File: config.mk
export PLATFORM = sky130hd
export DESIGN_NAME = obstacle_scroll_writer
export DESIGN_NICKNAME = d
export VERILOG_FILES = /design/src/rtl/dino_pkg.sv /design/src/rtl/frame_tick_gen.sv /design/src/rtl/obstacle_scroll_writer.sv
export SDC_FILE = /design/constraint.sdc
export NUM_CORES = 1
export LEC_CHECK = 0
export ABC_AREA = 1
export ABC_CLOCK_PERIOD_IN_PS = 5800
export BUFFER_PORTS_ARGS = -buffer_cell sky130_fd_sc_hd__buf_2
export CAP_MARGIN = 20
export CORE_MARGIN = 4
export CORE_UTILIZATION = 35
export CTS_CLUSTER_DIAMETER = 80
export DETAILED_ROUTE_END_ITERATION = 10
export GPL_ROUTABILITY_DRIVEN = 0
export SYNTH_ARGS = -nofsm -noshare
export SYNTH_HDL_FRONTEND = slang
export SYNTH_SLANG_ARGS = --single-unit
File: constraint.sdc
create_clock -name clk -period 5.8 [get_ports clk]
set_input_delay 1.16 -clock clk [delete_from_list [all_inputs] [get_ports clk]]
set_output_delay 1.16 -clock clk [all_outputs]
set_load 0.01 [all_outputs]
File: src/rtl/dino_pkg.sv
// Shared register map, sequencer state type and scroll arithmetic for the obstacle writer.
// Macro SCORE_WRITE_EN adds the score register write to the end of each frame's sequence.
package dino_pkg;

  localparam logic [8:0] REG_SCAC_X     = 9'd6;
  localparam logic [8:0] REG_GODZILLA_X = 9'd8;
  localparam logic [8:0] REG_SCORE      = 9'd10;

  typedef enum logic [1:0] {IDLE, UPDATE, WRITE} wr_state_t;

`ifdef SCORE_WRITE_EN
  localparam logic [1:0] LAST_IDX = 2'd2;
`else
  localparam logic [1:0] LAST_IDX = 2'd1;
`endif

  // Step a position left by speed, wrapping back in from the right edge of the screen.
  function automatic logic [9:0] scroll_step(input logic [9:0] x, input logic [3:0] speed,
                                             input logic [9:0] screen_w);
    logic [9:0] spd;
    spd = {6'd0, speed};
    return (x >= spd) ? (x - spd) : (x + screen_w - spd);
  endfunction

endpackage

File: src/rtl/frame_tick_gen.sv
// Frame tick from the falling edge of vga_vs, plus the frames-per-score divider.
// Macro SCORE_WRITE_EN adds the divider and its score_step output.
module frame_tick_gen
`ifdef SCORE_WRITE_EN
#(
  parameter int unsigned SCORE_FRAMES = 60
)
`endif
(
  input  logic clk,
  input  logic reset_n,
  input  logic vga_vs,
`ifdef SCORE_WRITE_EN
  input  logic advance,
  output logic score_step,
`endif
  output logic tick
);

  logic vs_q;

  always_ff @(posedge clk) begin
    if (!reset_n) vs_q <= 1'b1;
    else          vs_q <= vga_vs;
  end

  assign tick = vs_q & ~vga_vs;

`ifdef SCORE_WRITE_EN
  localparam int DIV_W = (SCORE_FRAMES > 1) ? $clog2(SCORE_FRAMES) : 1;
  localparam logic [DIV_W-1:0] DIV_LAST = DIV_W'(SCORE_FRAMES - 1);

  logic [DIV_W-1:0] frame_div;

  // The divider only counts frames that actually run an update sequence.
  assign score_step = advance && (frame_div == DIV_LAST);

  always_ff @(posedge clk) begin
    if (!reset_n)     frame_div <= '0;
    else if (advance) frame_div <= score_step ? '0 : (frame_div + DIV_W'(1));
  end
`endif

endmodule

File: src/rtl/obstacle_scroll_writer.sv
// Per-frame obstacle scroller that writes cactus/godzilla X (and optionally score) to the sprite peripheral.
// Macro SCORE_WRITE_EN enables the score counter and its third register write.
module obstacle_scroll_writer
  import dino_pkg::*;
#(
  parameter logic [9:0] SCREEN_W = 10'd640,
  parameter logic [9:0] CAC_INIT = 10'd500,
  parameter logic [9:0] GOD_INIT = 10'd100
`ifdef SCORE_WRITE_EN
  ,
  parameter int unsigned SCORE_FRAMES = 60
`endif
) (
  input  logic        clk,
  input  logic        reset_n,
  input  logic        vga_vs,
  input  logic        enable,
  input  logic [3:0]  speed,
  input  logic        waitrequest,
  output logic        chipselect,
  output logic        write,
  output logic [8:0]  address,
  output logic [31:0] writedata,
  output logic        busy,
  output logic        overrun
);

  wr_state_t   state;
  logic [1:0]  idx;
  logic [9:0]  cac_x, god_x;
  logic [9:0]  cac_nx, god_nx;
  logic        tick;
  logic [8:0]  next_addr;
  logic [31:0] next_data;

`ifdef SCORE_WRITE_EN
  logic [3:0] score;
  logic [3:0] score_nx;
  logic       score_step;

  frame_tick_gen #(.SCORE_FRAMES(SCORE_FRAMES)) u_tick (
    .clk        (clk),
    .reset_n    (reset_n),
    .vga_vs     (vga_vs),
    .advance    (state == UPDATE),
    .score_step (score_step),
    .tick       (tick)
  );

  assign score_nx = (score == 4'd9) ? 4'd0 : (score + 4'd1);
`else
  frame_tick_gen u_tick (
    .clk     (clk),
    .reset_n (reset_n),
    .vga_vs  (vga_vs),
    .tick    (tick)
  );
`endif

  assign cac_nx = scroll_step(cac_x, speed, SCREEN_W);
  assign god_nx = scroll_step(god_x, speed, SCREEN_W);

  // Entry that follows the one currently on the bus; idx 0 is loaded directly from UPDATE.
  always_comb begin
    next_addr = REG_GODZILLA_X;
    next_data = {22'd0, god_x};
`ifdef SCORE_WRITE_EN
    if (idx == 2'd1) begin
      next_addr = REG_SCORE;
      next_data = {28'd0, score};
    end
`endif
  end

  always_ff @(posedge clk) begin
    if (!reset_n) begin
      state      <= IDLE;
      idx        <= 2'd0;
      cac_x      <= CAC_INIT;
      god_x      <= GOD_INIT;
      chipselect <= 1'b0;
      write      <= 1'b0;
      address    <= 9'd0;
      writedata  <= 32'd0;
      busy       <= 1'b0;
      overrun    <= 1'b0;
`ifdef SCORE_WRITE_EN
      score      <= 4'd0;
`endif
    end else begin
      if (tick && state != IDLE) overrun <= 1'b1;
      case (state)
        IDLE: begin
          if (tick && enable) begin
            state <= UPDATE;
            busy  <= 1'b1;
          end
        end
        UPDATE: begin
          cac_x      <= cac_nx;
          god_x      <= god_nx;
`ifdef SCORE_WRITE_EN
          if (score_step) score <= score_nx;
`endif
          idx        <= 2'd0;
          chipselect <= 1'b1;
          write      <= 1'b1;
          address    <= REG_SCAC_X;
          writedata  <= {22'd0, cac_nx};
          state      <= WRITE;
        end
        WRITE: begin
          // Bus outputs simply hold while the target stalls.
          if (!waitrequest) begin
            if (idx == LAST_IDX) begin
              chipselect <= 1'b0;
              write      <= 1'b0;
              address    <= 9'd0;
              writedata  <= 32'd0;
              busy       <= 1'b0;
              state      <= IDLE;
            end else begin
              idx       <= idx + 2'd1;
              address   <= next_addr;
              writedata <= next_data;
            end
          end
        end
        default: state <= IDLE;
      endcase
    end
  end

endmodule

* After elaboration in Yosys (flattened, before gate mapping)
Index checks and enable logic that the tools add are counted.
Widths: inputs -> output; s select.
** Storage, ports and cells
- Output and inout port bits :: 45
- Register bits after elaboration :: 69
- Word-level logic and storage cells :: 59
** Cells by class
- Equality and inequality tests :: 7
- Magnitude comparators :: 2
- Bitwise operators :: 2
- Add/sub/neg operators :: 7
- Reductions and logical operators :: 11
- Muxes and demuxes :: 20
** Operator list (count)
- $pmux 32 s2 :: 1
- $sub 10x4->10 :: 4
- $mux 32 :: 1
- $mux 10 :: 3
- $add 10x10->10 const B :: 2
- $ge 10x4->1 :: 2
- $pmux 9 s2 :: 1
- $mux 2 :: 5
- $mux 9 :: 1
- $reduce_and 3->1 :: 3
- $ne 2x2->1 const B :: 4
- $pmux 2 s3 :: 1
- $reduce_bool 2->1 :: 3
- $eq 2x1->1 const B :: 2
- $mux 4 :: 1
- $pmux 1 s2 :: 2
- $pmux 2 s2 :: 1
- $reduce_and 4->1 :: 1
- $mux 1 :: 3
- $add 2x1->2 const B :: 1
- $eq 2x2->1 const B :: 1
- $logic_and 1x1->1 :: 2
- $logic_not 2->1 :: 1
- $reduce_and 2->1 :: 1
- other kinds (2) :: 2

* Longest topological paths before layout
Gate-level depths: netlist (run 1).
- Word-level depth :: 5
- Gate-level depth with buffers :: 18
- Gate-level depth less buffers :: 17

* Hierarchy
Synthesis (run 1) repeated with hierarchy kept, for this count alone.
** Unflattened totals
- Cell total of the unflattened synthesis :: 517
- Area total of the unflattened synthesis :: 3502.1 um^2
** By module, submodules not included
- obstacle_scroll_writer :: instances 1, area each 3467.1 um^2, cells an instance 512, seq. area each 780.7 um^2
- frame_tick_gen :: instances 1, area each 35.0 um^2, cells an instance 5, seq. area each 20.0 um^2

* Least setup slack after synthesis (run 1)
No wires, ideal clock.
- Path kind :: input -> register
- Start point :: input port speed[1]
- End point :: register god_x[9]
- Required time :: 5691 ps
- Arrival time :: 2810 ps
- Path buffers :: 0
- Slack :: 2881 ps
- Stages :: 13
- Cell sequence :: inv_1 > ha_1 > ha_1 > fa_1 > nand3_1 > nand3_1 > nand3_1 > nand2_1 > xor2_1 > nand2_1 > nand3_1 > nand2_1 > inv_1
** On the way
- Cells in the longest elaborated chain, start to end :: 2
- Elaborated cells on any way between the ends :: 4
- Classes of those cells :: 2 x add/sub; 1 x order compare; 1 x mux
** RTL lines
- start, declared :: RTL line obstacle_scroll_writer.sv:18 : input logic [3:0] speed,
- $sub 10x4->10 or $ge 10x4->1 (tied branches) :: RTL line dino_pkg.sv:22 : return (x >= spd) ? (x - spd) : (x + screen_w - spd);
- $mux 10 * :: RTL line dino_pkg.sv:22
- end signal, assigned :: RTL line obstacle_scroll_writer.sv:101 : god_x <= god_nx;
- end, declared :: RTL line obstacle_scroll_writer.sv:30 : logic [9:0] cac_x, god_x;
Mark *: on every way between the ends. The rest lies on a longest branch, timed or not.
A chain may end at the register's enable or synchronous reset.

* Worst setup path after layout (run 1)
- Start point :: input port speed[1]
- End point :: register god_x[7]
The elaborated chain is that of the path after synthesis.

==> results of run 1 <==
==> sequential cells by signal (all words and copies together), names as in the netlist <==
name         count
writedata       10
state            2
u_tick.vs_q      1
god_x           10
address          2
write            1
busy             1
overrun          1
idx              2
cac_x           10
==> synthesized netlist by cell type (all sizes together) <==
cell and number:
nand4 6, ha 37, o21bai 1, or2 4, buf 34, nand2 107, nand3b 2, o21ai 41
a31oi 2, nor3b 1, a21oi 45, fa 6, conb 1, nor3 1, xnor2 1, and2 3
o211ai 4, dfxtp 40, xor2 15, clkinv 1, clkbuf 7, nand3 38, and3 2, inv 84
nor2 37
==> logic make-up after synthesis <==
| logic type | count (synthesis) | share of synthesized area |
|---|---|---|
| adder cells (fa/ha/maj) | 43 | 0.166 |
| flip-flops | 40 | 0.229 |
| other | 1 | 0.00107 |
| AND/OR/NAND/NOR | 201 | 0.255 |
| AO/OA/AOI/OAI | 93 | 0.139 |
| buffers and inverters | 126 | 0.169 |
| XOR/XNOR | 16 | 0.0400 |
==> per-stage QoR <==
step                      total power, uW  hold WS, ns
after detailed placement              521        0.438
after global routing                  804        0.500
final                                 757        0.449
after floorplan                       483        0.432
after global placement                518        0.438
after CTS                             762        0.459
==> area by class of cell <==
class / count / area [um2] / share of cell area
multi-input combinational: 381 / 2210 / 0.592
timing repair buffer: 25 / 125 / 0.0335
tap: 133 / 166 / 0.0445
sequential: 40 / 801 / 0.214
inverter: 85 / 319 / 0.0854
clock inverter: 3 / 46.3 / 0.0124
clock buffer: 5 / 68.8 / 0.0184
==> worst max-delay path: stages <==
cell and delay [ns]:
buf_2 0.13, inv_1 0.10, ha_1 0.35, ha_1 0.25, fa_1 0.40, nand3_1 0.10
nand3_1 0.13, a21oi_1 0.19, or2_2 0.13, nand3_1 0.06, nand2_1 0.07, nor2_1 0.04
nor2_1 0.10
==> worst min-delay path by stage <==
| stage | start | to | slack [ns] | cells past startpoint |
|---|---|---|---|---|
| 2_1_floorplan | idx[0] | idx[0] | 0.43 | 1 |
| 3_3_place_gp | overrun | overrun | 0.44 | 2 |
| 3_5_place_dp | overrun | overrun | 0.44 | 2 |
| 4_1_cts | overrun | overrun | 0.46 | 2 |
| 5_1_grt | overrun | overrun | 0.50 | 2 |
| 6_report | overrun | overrun | 0.45 | 2 |
==> power by group through the flow <==
stage | registers, uW | clock network (uW) | logic, uW
after floorplan | 311 | 0 | 172
after global placement | 310 | 0 | 209
after detailed placement | 310 | 0 | 211
after CTS | 303 | 246 | 213
after global routing | 306 | 254 | 243
final | 304 | 241 | 213
==> layer usage <==
layer  vias to the layer above  track usage  wire length, um
met5                         -            0                0
met3                        10       0.0167              245
met1                      1452        0.184             3720
met2                        58        0.251             4010
li1                       1623            -                -
met4                         0       0.0442              141
==> key figures, run 1 <==
Outcome
  – Status: finished, final reports clean

Placement
  – Setup WS pre-CTS: 2.54 ns
  – Port Buffers: 25
  – Placed Area: 3620 um2
  – Detailed placer's ending HPWL: 6430 um
  – Post-Place Cells: 664

Die
  – Row count: 36
  – Core area: 9770 um2
  – Die Wd: 108 um
  – Die area: 11,700 um2
  – Die height: 108 um
  – Num ports: 54
  – Effective utilization at floorplan: 0.358

Timing
  – Setup violators final: 0
  – Tcrit/Tclk final: 0.512
  – Relative slew slack: 0.351
  – Fin crit period: 2.97 ns
  – Setup WS post-layout: 2.83 ns
  – Pins Over Slew Limit: 0
  – Fmax: 337 MHz
  – RSZ-0062 raised after global routing: no
  – Setup TNS: 0 ns
  – Slew @ Worst Pin: 0.973 ns
  – Fin. Hold Viols: 0
  – Clock Skew: 0.0109 ns

Worst setup path
  – Crit path capture type: flop
  – Worst setup SP type: input port
  – Worst path required time: 6.03 ns
  – Crit Path Max Fanout: 4
  – CP Data Arrival Time: 3.20 ns
  – Critical path destination: god_x[7]
  – Setup CP Type: input port to flop
  – R2R depth: 7
  – R2r endpoint: writedata[7]
  – FF-to-FF setup slack: 2.95 ns
  – Origin of the worst setup path: speed[1]
  – Worst R2R Start: state[0]

Synth
  – Largest cells by area after synthesis: dfxtp_1, ha_1, nand2_1
  – Syn Inst Count: 520
  – Netlist Area Pre-Place: 3500 um2
  – Synth Warn #: 0
  – Yosys cell types: 35
  – Post-synthesis sequential area ratio: 0.229
  – Top cell type's share of synthesized area: 0.229
  – Area leader, netlist: dfxtp_1
  – #FFs+latches synth: 40
  – Mean post-synth cell area: 6.74 um2

Global routing
  – Global route overflow: 0
  – Largest net degree at the start of global routing: 26
  – Initial antenna violation count: 0
  – First-pass GRT wire length: 13,600 um
  – Vias in the first global route: 2,931
  – Tot GR Track Use: 0.143

Finish
  – Post-layout util: 0.382
  – Design Area, Final: 3740 um2
  – Commonest cells after routing, fill and taps aside: nand2_1, inv_1, a21oi_1
  – Antenna cells: 0
  – Fill cells: 1,073
  – Layout area overhead: 6.68%
  – Nets: 590
  – Cell Count, Final, Fillers Out: 672
  – Commonest non-fill, non-tap cell in the layout: nand2_1
  – Share of layout cells above drive strength 1: 0.0983

CTS
  – Post-CTS Setup Inserts: 0
  – Clock slew at the register clock pins of the worst setup and hold paths: 0.08 ns
  – Clock tree buffer depth: 2
  – H-tree lvl count: 2
  – Inserted Clock Buffers: 5
  – Hold buffers post-CTS: 0
  – CTS tree: yes
  – Clock Sinks: 40
  – # resized after CTS: 0
  – Clk_lat worst skew: 0.30 ns
  – Root Buffer: clkbuf_8

Pwr
  – Share of power burned in registers: 0.401
  – P_leak: 0.00195 uW
  – NetSw: 263 uW
  – Sw Ratio: 0.347
  – Pint: 494 uW
  – Clk pwr share: 0.318
  – Logic pwr share: 0.281
  – Cell area power density: 203 nW/um2
  – Peak supply drop: 0.0000943 V

Run
  – MaxCap Viol Count: 0

Drt
  – First-pass DRT Iterations: 4
  – Vias: 3,143
  – DRT antenna net count: 0
  – Residual DRC: 0
  – Via-per-instance ratio: 4.68
  – 1st-iter DRT viols: 148
  – Aggregate routed wire length: 8120 um
  – Routed WL per cell: 12.1 um

Worst hold path
  – HP Class: flop to flop
Power figures use the tool's default switching activity.
==> run 2, diff against run 1 <==
- ABC_CLOCK_PERIOD_IN_PS: 5800 -> 2700
- clock period: 5.8 -> 2.7 ns (I/O delays scaled with it)
==> run 2 against run 1 <==
Routed wire length shrank 2.9%. Count of clock-buffer cells in the layout is the same. Cell count grew 0.74%. Largest cell class unchanged. Highest routed layer unchanged.
==> key figures, run 2 (synthesis results as in run 1) <==
Worst setup path
  – Crit Path Max Fanout: 4
  – Slowest cell on crit path: fa_1
  – Crit path top cell by count: nand3_1
  – Crit path capture type: flop
  – Origin of the worst setup path: speed[1]
  – Worst setup SP type: input port
  – Worst path required time: 2.93 ns
  – Crit-path cells: buf_2, inv_1, ha_1, ha_1, fa_1, nand3_1, nand3_1, a21oi_1, or2_2, nand3_1, nand2_1, nor2_1, nor2_1
  – Slowest stage delay, CP: 0.41 ns
  – Worst R2R Start: god_x[1]
  – CP Data Arrival Time: 2.53 ns
  – Setup CP Type: input port to flop

CTS
  – Clock Sinks: 40
  – Inserted Clock Buffers: 5
  – # resized after CTS: 0
  – Post-CTS Setup Inserts: 0
  – Hold buffers post-CTS: 0
  – Clock slew at the register clock pins of the worst setup and hold paths: 0.08 ns
  – H-tree lvl count: 2
  – Clk_lat worst skew: 0.29 ns
  – Root Buffer: clkbuf_8
  – CTS tree: yes
  – Clock tree buffer depth: 2

Drt
  – Aggregate routed wire length: 7880 um
  – Vias: 3,117
  – Residual DRC: 0
  – First-pass DRT Iterations: 4
  – 1st-iter DRT viols: 153
  – Routed WL per cell: 11.6 um
  – Via-per-instance ratio: 4.60
  – DRT antenna net count: 0

Finish
  – Share of layout cells above drive strength 1: 0.107
  – Post-layout util: 0.383
  – Storage cell area: 801 um2
  – Commonest cells after routing, fill and taps aside: nand2_1, inv_1, a21oi_1
  – Top Registers: cac_x x10, god_x x10, writedata x10
  – Antenna cells: 0
  – Nets: 595
  – Commonest non-fill, non-tap cell in the layout: nand2_1
  – Layout area overhead: 6.96%
  – Fill cells: 1,048
  – Area of the multi-input gates: 2210 um2

Pwr
  – Share of power burned in registers: 0.432
  – NetSw: 542 uW
  – Logic pwr share: 0.305
  – Total power: 1510 uW
  – Peak supply drop: 0.000156 V
  – Clk pwr share: 0.264
  – Cell area power density: 403 nW/um2
  – P_leak: 0.00196 uW
  – Pint: 969 uW
  – Sw Ratio: 0.359

Timing
  – Fin crit period: 2.30 ns
  – Clock Skew: 0.00665 ns
  – Pins Over Slew Limit: 0
  – Fmax: 435 MHz
  – Tcrit/Tclk final: 0.852
  – Setup violators final: 0
  – RSZ-0062 raised after global routing: no
  – Fin. Hold Viols: 0
  – Setup TNS: 0 ns
  – Relative slew slack: 0.621
  – Slew @ Worst Pin: 0.564 ns

Die
  – Die height: 108 um
  – Die Wd: 108 um
  – Core area: 9770 um2
  – Effective utilization at floorplan: 0.358
  – Row count: 36
  – Num ports: 54
  – Die area: 11,700 um2

Global routing
  – Largest net degree at the start of global routing: 26
  – Global route overflow: 0
  – Initial antenna violation count: 0
  – Tot GR Track Use: 0.141
  – Vias in the first global route: 2,919
  – First-pass GRT wire length: 13,400 um

Worst hold path
  – HP Class: input port to flop
  – Hold_sp: vga_vs

Run
  – MaxCap Viol Count: 0

Placement
  – Detailed placer's ending HPWL: 6340 um
  – Port Buffers: 25

Outcome
  – Status: finished, final reports clean
## run 2: worst max-delay path: cells and delay by family
family                   cells  cell delay [ns]
AND/OR/NAND/NOR              7             0.60
adder cells (fa/ha/maj)      3             1.00
AO/OA/AOI/OAI                1             0.18
buffers and inverters        2             0.22
## run 2: area by class of cell
class                   instances  area share
inverters                      85      0.0851
multi-input cells             381       0.590
clock inverters                 3     0.00501
repair buffers                 30      0.0434
well taps                     133      0.0444
clock buffers                   5      0.0184
flip-flops and latches         40       0.214
## run 2: per-layer routing
| metal | track usage | routed length [um] |
|---|---|---|
| met1 | 0.180 | 3730 |
| met2 | 0.250 | 3860 |
| met5 | 0 | 0 |
| met4 | 0.0406 | 112 |
| met3 | 0.0155 | 175 |
## run 2: worst paths after layout
kind | endpoint | slack, ns | cells after the start
worst max register to register | god_x[7] | 0.53 | 11
worst min register to register | overrun | 0.46 | 2
worst max-delay path | god_x[7] | 0.40 | 13
worst min-delay path | u_tick.vs_q | 0.45 | 3
## run 2: power groups by stage
stage                     clock network, uW  registers (uW)  logic [uW]
after floorplan                           0             667         370
after global placement                    0             665         453
after detailed placement                  0             666         459
after CTS                               413             652         462
after global routing                    434             657         531
final                                   399             652         460
## run 2: through the flow
step | setup WS, ns | area [um2] | hold slack (ns) | cells
2_1_floorplan | 0.401 | 3600 | 0.432 | 547
3_3_place_gp | 0.119 | 3660 | 0.436 | 669
3_5_place_dp | 0.0765 | 3660 | 0.451 | 669
4_1_cts | 0.382 | 3750 | 0.435 | 677
5_1_grt | 0.192 | 3750 | 0.454 | 677
6_report | 0.399 | 3750 | 0.446 | 677
==> run 3, diff against run 2 <==
- CORE_ASPECT_RATIO: default -> 0.75
- HOLD_SLACK_MARGIN: default -> 0.03
==> run 3 against run 2 <==
Flip-flop and latch count did not move. Combinational power is 3% higher. Cell count is the same. Non-clock buffer count grew 1. Power is 22% higher. Critical path depth is 1 higher. First-iteration DRC count grew 52%. Setup slack better by 0.0012 ns. Critical endpoint is now god_x[9]. Largest cell class unchanged. Highest routed layer unchanged.
==> key figures, run 3 (synthesis results as in run 1) <==
Timing
  – Tcrit/Tclk final: 0.852
  – Relative slew slack: 0.594
  – Fmax: 435 MHz
  – RSZ-0062 raised after global routing: no
  – Setup TNS: 0 ns
  – Clock Skew: 0.00684 ns
  – Fin crit period: 2.30 ns
  – Pins Over Slew Limit: 0
  – Slew @ Worst Pin: 0.606 ns
  – Setup violators final: 0
  – Fin. Hold Viols: 0
  – WHS: 0.449 ns

Worst hold path
  – Hold path endpoint: u_tick.vs_q
  – Hold_sp: vga_vs
  – HP Class: input port to flop
  – Hold Path Cell Cnt: 3

CTS
  – CTS tree: yes
  – Clock Sinks: 40
  – H-tree lvl count: 2
  – Hold buffers post-CTS: 0
  – # resized after CTS: 0
  – Clock tree buffer depth: 2
  – Root Buffer: clkbuf_16
  – Clock slew at the register clock pins of the worst setup and hold paths: 0.06 ns
  – Post-CTS Setup Inserts: 0
  – Inserted Clock Buffers: 5
  – Clk_lat worst skew: 0.29 ns

Placement
  – Detailed placer's ending HPWL: 6830 um
  – Port Buffers: 25

Drt
  – Residual DRC: 0
  – Vias: 3,237
  – DRT antenna net count: 0
  – Routed WL per cell: 12.8 um
  – Via-per-instance ratio: 4.78
  – Aggregate routed wire length: 8640 um
  – 1st-iter DRT viols: 232
  – First-pass DRT Iterations: 5

Pwr
  – Cell area power density: 479 nW/um2
  – P_leak: 0.00201 uW
  – Peak supply drop: 0.000207 V

Die
  – Core area: 9700 um2
  – Num ports: 54
  – Die area: 11,700 um2
  – Die height: 94.6 um
  – Effective utilization at floorplan: 0.361
  – Row count: 31
  – Die Wd: 124 um

Global routing
  – First-pass GRT wire length: 14,500 um
  – Initial antenna violation count: 0
  – Vias in the first global route: 2,964
  – Tot GR Track Use: 0.160
  – Largest net degree at the start of global routing: 25
  – Global route overflow: 0

Worst setup path
  – CP Data Arrival Time: 2.49 ns
  – R2R depth: 12
  – Setup CP Type: input port to flop
  – Worst path required time: 2.89 ns
  – FF-to-FF setup slack: 0.54 ns
  – Crit Path Max Fanout: 4
  – Worst R2R Start: god_x[1]
  – Worst setup SP type: input port
  – R2r endpoint: god_x[9]
  – Crit path capture type: flop

Finish
  – Fill cells: 1,049
  – Layout area overhead: 9.71%
  – Commonest cells after routing, fill and taps aside: nand2_1, inv_1, a21oi_1
  – Share of layout cells above drive strength 1: 0.108
  – Antenna cells: 0
  – Nets: 596
  – Commonest non-fill, non-tap cell in the layout: nand2_1
  – Top Registers: cac_x x10, god_x x10, writedata x10

Run
  – MaxCap Viol Count: 0

Outcome
  – Status: finished, final reports clean
-- run 3: critical path, stage by stage --
cell     delay, ns
buf_2         0.13
inv_1         0.08
ha_1          0.35
ha_1          0.25
fa_1          0.42
nand3_1       0.10
nand3_1       0.12
nand3_1       0.09
nand2_1       0.06
xor2_1        0.14
nand2_1       0.05
nand3_1       0.06
nand2_1       0.07
inv_1         0.04
-- run 3: through the flow --
stage                     power, uW  utilization  cell area (um2)  instances  setup WS, ns
final                          1840        0.396             3840        677         0.400
after CTS                      1860        0.396             3840        677         0.402
after detailed placement       1130        0.378             3670        669        0.0883
after floorplan                1040            -             3600        547         0.401
after global routing           1960        0.396             3840        677         0.191
after global placement         1120        0.378             3670        669         0.121
-- run 3: final cells by class --
type / instances / area (um2) / area share
multi-input combinational: 381 / 2210 / 0.575
clock buffer: 6 / 139 / 0.0361
inverter: 85 / 319 / 0.0830
timing repair buffer: 31 / 170 / 0.0443
clock inverter: 2 / 38.8 / 0.0101
tap: 132 / 165 / 0.0430
sequential: 40 / 801 / 0.208
-- run 3: power breakdown --
part / internal, uW / switching, uW
Sequential: 626 / 26.0
Clock: 463 / 252
Combinational: 165 / 308
-- run 3: worst max-delay path by stage --
stage | start | end | slack (ns) | cells after the start
2_1_floorplan | speed[1] | god_x[9] | 0.40 | 13
3_3_place_gp | speed[1] | god_x[9] | 0.12 | 14
3_5_place_dp | speed[1] | god_x[9] | 0.09 | 14
4_1_cts | speed[1] | god_x[9] | 0.40 | 14
5_1_grt | speed[1] | god_x[7] | 0.19 | 13
6_report | speed[1] | god_x[9] | 0.40 | 14
-- run 3: layer usage --
layer	share of wire	track usage
met1	0.51	0.238
met2	0.38	0.224
met3	0.088	0.0365
met4	0.016	0.0516
met5	0	0
